===== src/rtl/gvizi_delay_core.sv =====
// gvizi_delay_core: N-channel delay-pulse generator (GZI charge/discharge, GVI pulse).
// Optional burst repeat is enabled by defining GVIZI_BURST_EN.
module gvizi_delay_core #(
    parameter int N_CH     = 4,
    parameter int CNT_W    = 16,
    parameter int PRESC_W  = 8,
    parameter int FC_TICKS = 4
) (
    input  logic              i_clk,
    input  logic              i_reset,
    input  logic              i_start,
    input  logic              i_cfg_we,
    input  logic [7:0]        i_cfg_addr,
    input  logic [CNT_W-1:0]  i_cfg_wdata,
    input  logic [N_CH-1:0]   i_fb,
    output logic [N_CH-1:0]   o_charge,
    output logic [N_CH-1:0]   o_discharge,
    output logic [N_CH-1:0]   o_out,
    output logic              o_first_charge,
    output logic              o_busy,
    output logic              o_done,
    output logic              o_overrun,
    output logic              o_fb_timeout
);

    localparam int FC_W = (FC_TICKS > 1) ? $clog2(FC_TICKS) : 1;
    localparam logic [FC_W-1:0] FC_LAST = FC_W'(FC_TICKS - 1);

    typedef enum logic [1:0] {
        S_IDLE,
        S_FCHG,
        S_RUN,
        S_DONE
    } state_t;

    state_t              r_state;

    logic [1:0]          r_sync;
    logic                r_start_d;
    logic                w_edge;

    logic                r_sh_mode;
    logic [N_CH-1:0]     r_sh_en;
    logic [PRESC_W-1:0]  r_sh_p;
    logic [CNT_W-1:0]    r_sh_w;
    logic [CNT_W-1:0]    r_sh_d [N_CH];

    logic                r_mode;
    logic [N_CH-1:0]     r_en;
    logic [PRESC_W-1:0]  r_p;
    logic [CNT_W-1:0]    r_w;
    logic [CNT_W-1:0]    r_d [N_CH];

    logic [PRESC_W-1:0]  r_presc;
    logic [FC_W-1:0]     r_fc;
    logic [CNT_W-1:0]    r_cnt [N_CH];
    logic [CNT_W-1:0]    r_wc [N_CH];
    logic [N_CH-1:0]     r_fbc;
    logic [N_CH-1:0]     r_fired;
    logic [N_CH-1:0]     r_cmp;

`ifdef GVIZI_BURST_EN
    logic [CNT_W-9:0]    r_sh_b;
    logic [CNT_W-9:0]    r_b;
    logic [CNT_W-9:0]    r_bcnt;
`endif

    logic                w_tick;
    logic                w_ctrl_wr;

    assign w_edge    = r_sync[1] & ~r_start_d;
    assign w_tick    = (r_presc == r_p);
    assign w_ctrl_wr = i_cfg_we && (i_cfg_addr == 8'd0);

    // Bring the asynchronous start into the clock domain and find its rising edge.
    always_ff @(posedge i_clk) begin
        if (i_reset) begin
            r_sync    <= 2'b00;
            r_start_d <= 1'b0;
        end else begin
            r_sync    <= {r_sync[0], i_start};
            r_start_d <= r_sync[1];
        end
    end

    // Shadow configuration registers, writable at any time.
    always_ff @(posedge i_clk) begin
        if (i_reset) begin
            r_sh_mode <= 1'b0;
            r_sh_en   <= '0;
            r_sh_p    <= '0;
            r_sh_w    <= CNT_W'(1);
            for (int k = 0; k < N_CH; k++) r_sh_d[k] <= '0;
`ifdef GVIZI_BURST_EN
            r_sh_b    <= '0;
`endif
        end else if (i_cfg_we) begin
            if (i_cfg_addr == 8'd0) begin
                r_sh_mode <= i_cfg_wdata[0];
                r_sh_en   <= i_cfg_wdata[N_CH+1:2];
`ifdef GVIZI_BURST_EN
                r_sh_b    <= i_cfg_wdata[CNT_W-1:8];
`endif
            end
            if (i_cfg_addr == 8'd1) r_sh_p <= PRESC_W'(i_cfg_wdata);
            if (i_cfg_addr == 8'd2) r_sh_w <= i_cfg_wdata;
            for (int k = 0; k < N_CH; k++) begin
                if (i_cfg_addr == 8'(k + 3)) r_sh_d[k] <= i_cfg_wdata;
            end
        end
    end

    // Sequencer: prescaler, phase FSM, per-channel timing and registered outputs.
    always_ff @(posedge i_clk) begin
        if (i_reset) begin
            r_state        <= S_IDLE;
            r_mode         <= 1'b0;
            r_en           <= '0;
            r_p            <= '0;
            r_w            <= CNT_W'(1);
            r_presc        <= '0;
            r_fc           <= '0;
            r_fbc          <= '0;
            r_fired        <= '0;
            r_cmp          <= '0;
            for (int k = 0; k < N_CH; k++) begin
                r_d[k]   <= '0;
                r_cnt[k] <= '0;
                r_wc[k]  <= '0;
            end
`ifdef GVIZI_BURST_EN
            r_b            <= '0;
            r_bcnt         <= '0;
`endif
            o_charge       <= '0;
            o_discharge    <= '0;
            o_out          <= '0;
            o_first_charge <= 1'b0;
            o_busy         <= 1'b0;
            o_done         <= 1'b0;
            o_overrun      <= 1'b0;
            o_fb_timeout   <= 1'b0;
        end else begin
            if (w_ctrl_wr) begin
                o_overrun    <= 1'b0;
                o_fb_timeout <= 1'b0;
            end
            if (w_edge && (r_state != S_IDLE)) o_overrun <= 1'b1;

            if (w_tick) r_presc <= '0;
            else        r_presc <= r_presc + 1'b1;

            unique case (r_state)
                S_IDLE: begin
                    if (w_edge && (r_sh_en != '0)) begin
                        r_mode         <= r_sh_mode;
                        r_en           <= r_sh_en;
                        r_p            <= r_sh_p;
                        r_w            <= (r_sh_w == '0) ? CNT_W'(1) : r_sh_w;
                        for (int k = 0; k < N_CH; k++) r_d[k] <= r_sh_d[k];
`ifdef GVIZI_BURST_EN
                        r_b            <= r_sh_b;
                        r_bcnt         <= '0;
`endif
                        r_presc        <= '0;
                        r_fc           <= '0;
                        r_state        <= S_FCHG;
                        o_first_charge <= 1'b1;
                        o_busy         <= 1'b1;
                        o_charge       <= r_sh_mode ? '0 : r_sh_en;
                    end
                end
                S_FCHG: begin
                    if (w_tick) begin
                        if (r_fc == FC_LAST) begin
                            r_state        <= S_RUN;
                            o_first_charge <= 1'b0;
                            r_cmp          <= ~r_en;
                            r_fired        <= '0;
                            for (int k = 0; k < N_CH; k++) r_cnt[k] <= r_d[k];
                        end else begin
                            r_fc <= r_fc + 1'b1;
                        end
                    end
                end
                S_RUN: begin
                    if (&r_cmp) begin
`ifdef GVIZI_BURST_EN
                        if (r_bcnt != r_b) begin
                            r_bcnt         <= r_bcnt + 1'b1;
                            r_presc        <= '0;
                            r_fc           <= '0;
                            r_state        <= S_FCHG;
                            o_first_charge <= 1'b1;
                            o_charge       <= r_mode ? '0 : r_en;
                        end else
`endif
                        begin
                            r_state <= S_DONE;
                            o_done  <= 1'b1;
                        end
                    end else begin
                        for (int k = 0; k < N_CH; k++) begin
                            if (!r_cmp[k]) begin
                                if (!r_fired[k]) begin
                                    if (w_tick) begin
                                        if (r_cnt[k] == '0) begin
                                            r_fired[k] <= 1'b1;
                                            r_wc[k]    <= r_w;
                                            r_fbc[k]   <= 1'b0;
                                            if (r_mode) begin
                                                o_out[k] <= 1'b1;
                                            end else begin
                                                o_charge[k]    <= 1'b0;
                                                o_discharge[k] <= 1'b1;
                                            end
                                        end else begin
                                            r_cnt[k] <= r_cnt[k] - 1'b1;
                                        end
                                    end
                                end else if (r_mode) begin
                                    if (w_tick) begin
                                        if (r_wc[k] == CNT_W'(1)) begin
                                            o_out[k] <= 1'b0;
                                            r_cmp[k] <= 1'b1;
                                        end else begin
                                            r_wc[k] <= r_wc[k] - 1'b1;
                                        end
                                    end
                                end else begin
                                    if (!i_fb[k] && r_fbc[k]) begin
                                        o_discharge[k] <= 1'b0;
                                        r_cmp[k]       <= 1'b1;
                                    end else if (w_tick && (r_wc[k] == CNT_W'(1))) begin
                                        o_discharge[k] <= 1'b0;
                                        r_cmp[k]       <= 1'b1;
                                        o_fb_timeout   <= 1'b1;
                                    end else begin
                                        r_fbc[k] <= ~i_fb[k];
                                        if (w_tick) r_wc[k] <= r_wc[k] - 1'b1;
                                    end
                                end
                            end
                        end
                    end
                end
                S_DONE: begin
                    r_state <= S_IDLE;
                    o_done  <= 1'b0;
                    o_busy  <= 1'b0;
                end
                default: r_state <= S_IDLE;
            endcase
        end
    end

endmodule

===== config.mk =====
export PLATFORM = sky130hd
export DESIGN_NAME = gvizi_delay_core
export DESIGN_NICKNAME = d
export VERILOG_FILES = /design/src/rtl/gvizi_delay_core.sv
export SDC_FILE = /design/constraint.sdc
export NUM_CORES = 1
export LEC_CHECK = 0
export ABC_CLOCK_PERIOD_IN_PS = 3600
export CORE_AREA = 2 2 181 183
export CTS_CLUSTER_SIZE = 25
export DETAILED_ROUTE_END_ITERATION = 10
export DIE_AREA = 0 0 183 185
export DONT_BUFFER_PORTS = 1
export GPL_ROUTABILITY_DRIVEN = 1
export GPL_TIMING_DRIVEN = 0
export PLACE_DENSITY = 0.66
export SYNTH_ARGS = -nofsm -noshare
export SYNTH_HDL_FRONTEND = slang
export SYNTH_SLANG_ARGS = --single-unit

===== constraint.sdc =====
create_clock -name i_clk -period 3.6 [get_ports i_clk]
set_input_delay 0.36 -clock i_clk [delete_from_list [all_inputs] [get_ports i_clk]]
set_output_delay 0.36 -clock i_clk [all_outputs]
set_load 0.02 [all_outputs]

Yosys cells after proc, flatten, opt, wreduce, memory -nomap -nowiden

Memory sizes are Yosys's and may differ from the RTL's.
Cells that the tools add are included.

Register bits: 102
Bits in writable memories: 256
Output and inout bits: 17
Word-level logic and storage cells: 606
Memories kept: 4

Memories:

| name   | depth | width | read ports | clocked after memory_dff | wr ports | RTL line | source |
|---|---|---|---|---|---|---|---|
| r_cnt  | 4     | 16    | 4          | 0                        | 4        | 56       | `logic [CNT_W-1:0] r_cnt [N_CH];` |
| r_d    | 4     | 16    | 4          | 0                        | 4        | 52       | `logic [CNT_W-1:0] r_d [N_CH];` |
| r_sh_d | 4     | 16    | 4          | 0                        | 4        | 46       | `logic [CNT_W-1:0] r_sh_d [N_CH];` |
| r_wc   | 4     | 16    | 4          | 0                        | 4        | 57       | `logic [CNT_W-1:0] r_wc [N_CH];` |

Add/sub/neg operators: 10
Equal/unequal tests: 67
Mux-type cells: 377
Bitwise logic cells: 40
Reduce and logical (&&, ||, !) cells: 69

Operator list:

| kind                  | count |
|---|---|
| $mux 16               | 29 |
| $mux 1                | 321 |
| $reduce_and 8->1      | 16 |
| $sub 16x1->16 const B | 8 |
| $logic_not 16->1      | 5 |
| $ne 2x2->1 const B    | 40 |
| $eq 16x1->1 const B   | 4 |
| $mux 4                | 9 |
| $reduce_bool 2->1     | 15 |
| $or 1x1->1            | 28 |
| $eq 8x3->1 const B    | 3 |
| $mux 8                | 3 |
| $pmux 4 s2            | 3 |
| $reduce_and 4->1      | 5 |
| $reduce_and 5->1      | 4 |
| $eq 8x2->1 const B    | 2 |
| $mux 2                | 7 |
| $ne 3x1->1 const B    | 4 |
| $ne 3x3->1 const B    | 4 |
| $reduce_and 2->1      | 6 |
| $logic_and 1x1->1     | 11 |
| $not 1->1             | 10 |
| $add 8x1->8 const B   | 1 |
| $eq 8x1->1 const B    | 1 |
| 14 further kinds      | 24 |

Logic depth before layout (Yosys ltp)

Depth in word-level cells: 26
Gate-level depth with buffers: 9

Least setup slack after synthesis

OpenSTA, ideal clock, no wires.

Path kind: reg-to-reg
From: reg r_sh_en[0]
To: mem r_d[0][0], enable pin
Library setup time: 0.688 ns
Arrival: 2.458 ns
Required time: 2.912 ns
Slack: 0.454 ns
Stages on the path, launching flop included: 5
Buffers on the path: 1
Clock period less this slack: 3.146 ns
Cell sequence: dfxtp_1 or4_1 nand3_1 clkbuf_1 nand2_1

RTL lines:

| element                | RTL line | source |
|---|---|---|
| start, declared        | 43       | `logic [N_CH-1:0] r_sh_en;` |
| start signal, assigned | 100      | `r_sh_en <= i_cfg_wdata[N_CH+1:2];` |
| end, declared          | 52       |  |

==> summary.txt <==
Global route
  – Largest net degree at the start of global routing: 65
  – Total GRT Usage: 0.275
  – Global-route wire length before repair: 70,600 um
  – Initial antenna violation count: 4
  – Vias in the first global route: 12,200
  – GRT overflow: 0

Worst setup path
  – Slowest stage delay, CP: 0.83 ns
  – Setup crit start: r_presc[5]$_SDFF_PP0_
  – CP required: 3.85 ns
  – Reg2reg path depth: 7
  – Kind of critical path: flop to flop
  – Crit path max-delay cell type: o211ai_1
  – Crit-path cells: clkbuf_1 -> xor2_1 -> nor4_4 -> nand3_4 -> clkbuf_1 -> o211ai_1 -> buf_6
  – Critical register-to-register path endpoint: r_wc[2][11]$_SDFFCE_PN0P_
  – Worst Path Arrival: 3.81 ns
  – Reg2Reg Launch Point: r_presc[5]$_SDFF_PP0_
  – Worst setup EP type: flop
  – Most used cell, CP: clkbuf_1
  – CP max FO: 10
  – CP top delay family: buffers and inverters
  – R2R setup slack: 0.04 ns
  – Startpoint types: flop
  – Worst path buffer plus inverter count: 3

Cells and area
  – Final core occ: 0.608
  – Syn-to-layout area delta: 12.0%
  – Nets@finish: 1,690
  – Design Area, Final: 19,500 um2
  – Fraction of layout cells with a size suffix above 1: 0.0714

STA
  – Max Slew Vio Count: 0
  – Worst slew pin tran: 1.21 ns
  – Final Hold Viols: 0
  – Part of the cycle the worst path needs: 0.989
  – RSZ-0062 raised after global routing: no
  – Min Tclk post-route: 3.56 ns
  – Post-Route Skew: 0.0108 ns
  – Rel. slew slack: 0.189
  – # setup viols final: 0
  – Fmax: 281 MHz

Clocking
  – Worst-skew pair later-pin latency: 0.54 ns
  – Clock Pin Slew Worst Setup and Hold Paths: 0.06 ns
  – H-tree depth: 2
  – CTS root buf: clkbuf_16
  – Number of CTS-inserted buffers: 38
  – CTS tree: yes
  – Clk sink count: 358
  – Max Buffers Root-to-Sink: 3

Synthesis
  – Synth warn: 0
  – Seq/Total Area, Yosys: 0.560
  – Synth async-reset ratio: 0
  – Net Count, Synth: 1,622
  – Post-synth EDFFs: 256
  – Prevailing post-synth register cell: edfxtp_1
  – Unique masters post-synth: 75
  – Synthesized flop and latch total: 358
  – Mapped Area: 17,400 um2
  – Post-synthesis area per instance: 11.1 um2
  – Cell count after synthesis: 1,571

Die
  – Row count: 66
  – Starting Density: 0.543
  – Core area: 32,000 um2
  – Die span in y: 185 um
  – IO Pins: 49
  – Die W: 183 um
  – Total die area: 33,900 um2

Routing
  – Post-DRT Antenna Nets: 0
  – Drt total wl: 46,200 um
  – DR iter-0 viols: 1,186
  – Via density: 6.12
  – Detailed Routing Iterations Pass 1: 6
  – # DRC: 0
  – Vias: 12,700
  – Routed len/inst: 22.2 um

Power and ir drop
  – Pwr/cell area: 452 nW/um2
  – VDD IR max: 0.363 mV
  – Leakage power figure: 6.78 nW

Job
  – Max cap viols: 0

Min path
  – Hold Crit Class: input pin to flop
  – Worst Hold Path EP: r_sh_d[1][15]$_SDFFCE_PN0P_
  – Hold depth: 1
  – Hold Path Origin: i_cfg_wdata[15]

Status
  – Status: finished clean

Place
  – PortBufs: 0
  – Routability cong.: 0.919
  – Dpl hpwl: 32,200 um
  – DP Area: 18,000 um2
-- cell usage after synthesis, drive strengths merged, types with 12 or more instances --
master,instances,area share
inv,31,0.0067
nand2,143,0.031
a211oi,16,0.0069
or4,17,0.0073
xor2,52,0.026
ha,19,0.014
xnor2,74,0.037
clkbuf,61,0.013
nor4,44,0.019
nor2b,22,0.0079
mux2i,37,0.021
a21oi,61,0.018
a31oi,12,0.0043
o21ai,35,0.010
nand3,27,0.0085
nand2b,18,0.0065
and3,69,0.025
or3,13,0.0047
o22ai,17,0.0061
nor3,42,0.013
buf,13,0.0040
and2,68,0.024
edfxtp,256,0.44
nor2,121,0.027
dfxtp,102,0.12
o2bb2ai,72,0.040
nand4,21,0.0076
-- sequential cells by signal, indices dropped and copies added, names as in the netlist, 2 cells and up --
signal,count
r_cnt,64
r_d,64
r_sh_d,64
r_wc,64
r_sh_w,16
r_w,16
r_p,8
r_presc,8
r_sh_p,8
o_charge,4
o_discharge,4
o_out,4
r_cmp,4
r_en,4
r_fbc,4
r_fired,4
r_sh_en,4
r_fc,2
r_state,2
r_sync,2
-- cell families (layout without fill, tap and decap cells) --
| logic type | after synthesis | in the layout | synth area share |
|---|---|---|---|
| multiplexers | 38 | 38 | 0.0219 |
| other | 0 | 8 | 0 |
| XOR/XNOR | 126 | 126 | 0.0635 |
| buffers and inverters | 106 | 202 | 0.0241 |
| AO/OA/AOI/OAI | 272 | 272 | 0.114 |
| adder cells (fa/ha/maj) | 19 | 19 | 0.0137 |
| AND/OR/NAND/NOR | 652 | 652 | 0.203 |
| flip-flops | 358 | 358 | 0.560 |
-- per-layer routing --
layer / track usage / share of wire
met1: 0.376 / 0.42
met2: 0.431 / 0.45
met3: 0.0704 / 0.097
met4: 0.0918 / 0.033
met5: 0 / 0
-- final cells by class --
cell class                 count  area [um2]
antenna                        8        20.0
buffer                        74         299
clock buffer                  52        1060
clock inverter                16         169
fill                        2640       12600
inverter                      32         120
multi-input combinational   1107        7290
sequential                   358        9730
tap                          408         510
timing repair buffer          28         272
-- cell usage in the layout, fill, tap and decap left out, types with 37 or more instances in the layout --
| cell type | count |
|---|---|
| edfxtp_1 | 256 |
| o2bb2ai_1 | 63 |
| nor2_1 | 118 |
| dfxtp_1 | 102 |
| nand2_1 | 141 |
| clkbuf_1 | 70 |
| xnor2_1 | 74 |
| and2_1 | 68 |
| clkbuf_16 | 39 |
| a21oi_1 | 61 |
| mux2i_1 | 37 |
| and3_1 | 69 |
| xor2_1 | 52 |
-- stage by stage --
step / hold slack (ns) / power (mW) / cells / setup WS, ns / TNS [ns]
3_3_place_gp: 0.418 / 4.95 / 1979 / -0.994 / -108.18
3_5_place_dp: 0.434 / 4.96 / 1986 / -0.752 / -24.84
5_1_grt: 0.0112 / 9.02 / 2076 / 0.000127 / 0
4_1_cts: 0.00106 / 8.83 / 2073 / 0.0475 / 0
2_1_floorplan: 0.414 / 4.86 / 1571 / 0.454 / 0
6_report: 0.0183 / 8.79 / 2083 / 0.0388 / 0
-- timing repair --
action	CTS	global route
gates resized for setup	2	4
pin swaps	2	1
endpoints found under the setup margin	84	42
buffers inserted	2	2
hold buffers	17	0
hold endpoints to repair	29	0
-- how the worst max path moves through the flow --
stage                                            to  slack [ns]  cells after the start
after floorplan             r_d[0][0]$_SDFFCE_PN0P_        0.45                      4
after global placement        r_cnt[2][0]$_DFFE_PP_       -0.99                      5
after detailed placement  r_wc[0][13]$_SDFFCE_PN0P_       -0.75                      8
after CTS                    r_cnt[3][15]$_DFFE_PP_        0.05                      5
after global routing         r_cnt[0][15]$_DFFE_PP_      0.0001                      8
final                     r_wc[2][11]$_SDFFCE_PN0P_        0.04                      7
-- power breakdown --
group	leakage, nW	internal, mW	switching [mW]
clock network	0.598	2.27	1.61
logic	2.77	0.108	0.211
registers	3.41	4.52	0.0685
Note: power is estimated with default switching activity, not from simulation.
